==> config.mk <==
export PLATFORM = sky130hd
export DESIGN_NAME = can_register_bank
export DESIGN_NICKNAME = d
export VERILOG_FILES = /design/src/rtl/can_register_bank.sv
export SDC_FILE = /design/constraint.sdc
export NUM_CORES = 1
export LEC_CHECK = 0
export ABC_AREA = 1
export CORE_MARGIN = 2
export CORE_UTILIZATION = 24
export CTS_CLUSTER_DIAMETER = 30
export DETAILED_ROUTE_END_ITERATION = 6
export GPL_ROUTABILITY_DRIVEN = 0
export PLACE_DENSITY = 0.63
export SYNTH_ARGS = -nofsm -noshare
export SYNTH_HDL_FRONTEND = slang
export SYNTH_SLANG_ARGS = --single-unit
==> constraint.sdc <==
create_clock -name clk -period 1.2 [get_ports clk]
set_input_delay 0.12 -clock clk [delete_from_list [all_inputs] [get_ports clk]]
set_output_delay 0.12 -clock clk [all_outputs]
set_load 0.03 [all_outputs]
==> src/rtl/can_register_bank.sv <==
// Register bank for the CAN controller map: RW, RO, W1C and COR registers
// with masked host writes, a registered read port and an aggregated irq.
module can_register_bank #(
    parameter int unsigned               WIDTH       = 8,
    parameter int unsigned               DEPTH       = 8,
    parameter int unsigned               AW          = 3,
    parameter logic [DEPTH*WIDTH-1:0]    RESET_VALUE = '0,
    parameter logic [2*DEPTH-1:0]        MODE        = '0,
    parameter int unsigned               U_DLY       = 1
) (
    input  logic                     clk,
    input  logic                     rst_n,
    input  logic                     rst_sync,
    input  logic                     wr_en,
    input  logic [AW-1:0]            wr_addr,
    input  logic [WIDTH-1:0]         wr_data,
    input  logic [WIDTH-1:0]         wr_mask,
    input  logic                     rd_en,
    input  logic [AW-1:0]            rd_addr,
    output logic [WIDTH-1:0]         rd_data,
    output logic                     rd_valid,
    output logic                     addr_err,
    input  logic [DEPTH*WIDTH-1:0]   hw_data,
    input  logic [DEPTH*WIDTH-1:0]   hw_set,
    output logic [DEPTH*WIDTH-1:0]   regs_out,
    output logic                     irq
);

    localparam logic [1:0] M_RW  = 2'b00;
    localparam logic [1:0] M_RO  = 2'b01;
    localparam logic [1:0] M_W1C = 2'b10;

    logic [WIDTH-1:0] r_regs [DEPTH];
    logic [WIDTH-1:0] r_rd_data;
    logic             r_rd_valid;
    logic             r_addr_err;
    logic             r_irq;

    logic [WIDTH-1:0] w_next [DEPTH];
    logic [WIDTH-1:0] w_rd_word;
    logic             w_irq_next;
    logic             w_wr_ok;
    logic             w_rd_ok;
    logic             w_unused;

    assign w_wr_ok  = wr_en && (32'(wr_addr) < DEPTH);
    assign w_rd_ok  = rd_en && (32'(rd_addr) < DEPTH);
    // Not every mode consumes every hw_data / hw_set bit.
    assign w_unused = ^{hw_data, hw_set, U_DLY[0]};

    always_comb begin
        w_irq_next = 1'b0;
        w_rd_word  = '0;
        for (int unsigned i = 0; i < DEPTH; i++) begin
            case (MODE[2*i +: 2])
                M_RW: begin
                    w_next[i] = (w_wr_ok && 32'(wr_addr) == i)
                              ? ((r_regs[i] & ~wr_mask) | (wr_data & wr_mask))
                              : r_regs[i];
                end
                M_RO: begin
                    w_next[i] = hw_data[i*WIDTH +: WIDTH];
                end
                M_W1C: begin
                    w_next[i] = (r_regs[i]
                              & ~(wr_data & wr_mask
                                  & {WIDTH{w_wr_ok && 32'(wr_addr) == i}}))
                              | hw_set[i*WIDTH +: WIDTH];
                    w_irq_next = w_irq_next | (|w_next[i]);
                end
                default: begin
                    w_next[i] = (r_regs[i]
                              & ~{WIDTH{w_rd_ok && 32'(rd_addr) == i}})
                              | hw_set[i*WIDTH +: WIDTH];
                    w_irq_next = w_irq_next | (|w_next[i]);
                end
            endcase
            // Read sees the current contents, before this cycle's update.
            if (w_rd_ok && 32'(rd_addr) == i) begin
                w_rd_word = r_regs[i];
            end
        end
    end

    always_ff @(posedge clk or negedge rst_n) begin
        if (!rst_n) begin
            for (int unsigned i = 0; i < DEPTH; i++) begin
                r_regs[i] <= RESET_VALUE[i*WIDTH +: WIDTH];
            end
            r_rd_data  <= '0;
            r_rd_valid <= 1'b0;
            r_addr_err <= 1'b0;
            r_irq      <= 1'b0;
        end else if (rst_sync) begin
            for (int unsigned i = 0; i < DEPTH; i++) begin
                r_regs[i] <= RESET_VALUE[i*WIDTH +: WIDTH];
            end
            r_rd_data  <= '0;
            r_rd_valid <= 1'b0;
            r_addr_err <= 1'b0;
            r_irq      <= 1'b0;
        end else begin
            r_regs     <= w_next;
            r_rd_valid <= rd_en;
            if (rd_en) begin
                r_rd_data <= w_rd_word;
            end
            r_addr_err <= (wr_en && !w_wr_ok) || (rd_en && !w_rd_ok);
            r_irq      <= w_irq_next;
        end
    end

    for (genvar g = 0; g < DEPTH; g++) begin : g_out
        assign regs_out[g*WIDTH +: WIDTH] = r_regs[g];
    end

    assign rd_data  = r_rd_data;
    assign rd_valid = r_rd_valid;
    assign addr_err = r_addr_err;
    assign irq      = r_irq;

endmodule

==> results_dict.tcl <==
set metrics [dict create \
    cts_setup_buffers 0 \
    hold_viol_final 0 \
    critPathCaptureType "output port" \
    cp_top_family "flip-flops" \
    cts_sinks 73 \
    path_depth 1 \
    globalRouteTotalUtil_pct 18.6 \
    cts_tree "built" \
    pre_cts_slack_ns -0.545 \
    syn_inst 461 \
    vias 4268 \
    die_x_um 127 \
    dieHeight_um 127 \
    port_buffers 99 \
    htreeDepth 3 \
    clk_pin_slew_ns 0.06 \
    leakagePower_nw 2.80 \
    multiInputGateArea_um2 1660 \
    combPwrFrac_pct 14.1 \
    nets 790 \
    p_int_mw 4.75 \
    worst_setup_path_start_kind "flop" \
    core-area_um2 14600 \
    synth_ff_type "dfrtp_1" \
    grt_overflow 0 \
    cp_data_arrival_time_ns 1.06 \
    rsz0062_at_grt "no" \
    p_sw_mw 1.61 \
    rows 44 \
    rr_endpoint "rd_data[6]" \
    critical_path.slowest_cell "dfrtp_1" \
    hold_path.class "input pin to async pin" \
    synth_top_cells_by_area "dfrtp_1 (50%), nand2_1 (10%), nand3_1 (9.9%), o21ai_0 (8.8%), inv_1 (4.2%)" \
    areaGrowthSynthToFinish_pct 70.9 \
    avgRoutedWirePerCell_um 18.1 \
    ys_ff_latch 73 \
    dp.cells 807 \
    drtIter0Drc 344 \
    wl_um 14900 \
    worstSetupPathType "flop to output port" \
    r2r_cells 6 \
    die_area_um2 16100 \
    dp_hpwl_um 11600 \
    synth_most_common_cell "nand2_1" \
    setup_viol 0 \
    worstReg2RegStart "regs_out[22]" \
    status "finished clean" \
    clockBufferDepth 2 \
    vias_per_cell 5.17 \
    clock_power_share_pct 45.9 \
    syn_area_per_cell_um2 7.88 \
    drtPass1Iterations 5 \
    drive_gt1_share_pct 30.2 \
    required_ns 1.08 \
    start_util_pct 24.8 \
    antenna_found_initial 2 \
    numCtsBuffers 9 \
    critPathBufInv 1 \
    ys_types 22 \
    ctsRootBufferMaster "clkbuf_16" \
    ys_warn_count 0 \
    async_reset_ff_share_pct 100 \
    synth_top_area_cell "dfrtp_1" \
    p_seq_share_pct 40.0 \
    synth_top_area_share_pct 50.3 \
    clock-skew-final_ns 0.00674 \
    cp_cell_sequence "clkdlybuf4s15_1" \
    seq_area_um2 1830 \
    fmax_mhz 851 \
    synthesis.area_um2 3630 \
    drtAntennaViolNets 0 \
    grt_pass1_wl_um 23100 \
    powerDensity_nw_per_um2 1020 \
    clk_latency_ns 0.34 \
    vdd_drop_max_uv 695 \
    r2r_setup_slack_ns 0.14 \
    fillers 1432 \
    cp_slowest_stage_delay_ns 0.37 \
    min_period_ns 1.18 \
    worst_slack_ns 0.0245 \
    finalCritPeriodShare_pct 98.0 \
    drc 0 \
    hold-worst-slack_ns 0.340 \
    grt_max_degree 74 \
    drv_cap 0 \
    stdcell_count 826 \
    maxSlewViolCount 0 \
    swShare_pct 25.3 \
    grt_pass1_vias 4216 \
    synth-edff-count 0 \
    io_pins 230 \
    ys_seq_area_share_pct 50.3 \
    synth_commonest_cells "nand2_1 (98), dfrtp_1 (73), nand3_1 (72)" \
    worstPathMaxFanout 1 \
]
## power groups by stage
stage	combinational, mW	clock [mW]	sequential, mW
after global placement	0.850	0	2.59
after detailed placement	0.868	0	2.59
after floorplan	0.234	0	2.65
final	0.899	2.92	2.54
after CTS	0.884	2.95	2.54
after global routing	0.962	3.06	2.55
## metrics by stage
step	instance area [µm²]	TNS (ns)	util [%]	power, mW
6_report	6210	0	42.4	6.36
5_1_grt	6200	0	42.4	6.57
4_1_cts	6160	-0.0123	42.1	6.38
3_5_place_dp	5780	-29.05	39.5	3.46
3_3_place_gp	5780	-25.69	39.5	3.44
2_1_floorplan	3640	0	-	2.88
## flip-flops by register name (all words and copies together), names as in the netlist
register	cells
rd_valid	1
regs_out	64
rd_data	8
## routing by layer
| metal | wire, µm | up-vias | track usage [%] |
|---|---|---|---|
| li1 | - | 1925 | - |
| met1 | 6430 | 2070 | 24.7 |
| met2 | 6810 | 237 | 29.0 |
| met3 | 1260 | 36 | 5.15 |
| met4 | 443 | 0 | 7.37 |
| met5 | 0 | - | 0 |
## placed cells by master (no fill, tap or decap), drive strengths merged, types with 4 or more instances in the layout
| cell | instances |
|---|---|
| nand2 | 98 |
| nor2 | 35 |
| o22ai | 4 |
| o211ai | 18 |
| nand4 | 8 |
| inv | 44 |
| nand3 | 72 |
| dlygate4sd2 | 6 |
| clkbuf | 11 |
| nor3 | 5 |
| clkinv | 4 |
| a21oi | 23 |
| clkdlybuf4s50 | 17 |
| dfrtp | 73 |
| o21ai | 64 |
| buf | 149 |
## how the worst max path moves through the flow
stage,start,end,slack [ns]
after detailed placement,rd_addr[1],rd_data[7],-0.55
after floorplan,rd_en,rd_data[0],0.14
final,rd_valid,rd_valid,0.02
after global routing,rd_en,rd_data[4],0.004
after global placement,wr_addr[0],regs_out[43],-0.44
after CTS,wr_addr[2],regs_out[37],-0.01
## layout make-up
type	instances	share of cell area (%)
Timing Repair Buffer	176	32.1
Sequential cell	73	29.4
Multi-Input combinational cell	330	26.8
Clock buffer	11	3.91
Tap cell	184	3.71
Inverter	45	2.72
Clock inverter	5	1.27
Antenna cell	2	0.0806
## timing repair
| item | in CTS | in global routing |
|---|---|---|
| endpoints found under the setup margin | 55 | 53 |
| gates resized for setup | 29 | 14 |
| hold endpoints to repair | 73 | 0 |
| hold buffers | 1 | 0 |
| pin swaps | 1 | 0 |
## kinds of logic (layout without fill, tap and decap cells)
family	after synthesis	after routing	synth area share (%)
AND/OR/NAND/NOR	218	218	26.7
AO/OA/AOI/OAI	110	110	16.6
flip-flops	73	73	50.3
buffers and inverters	59	237	6.34
other	1	4	0.103
Note: power is estimated with default switching activity, not from simulation.
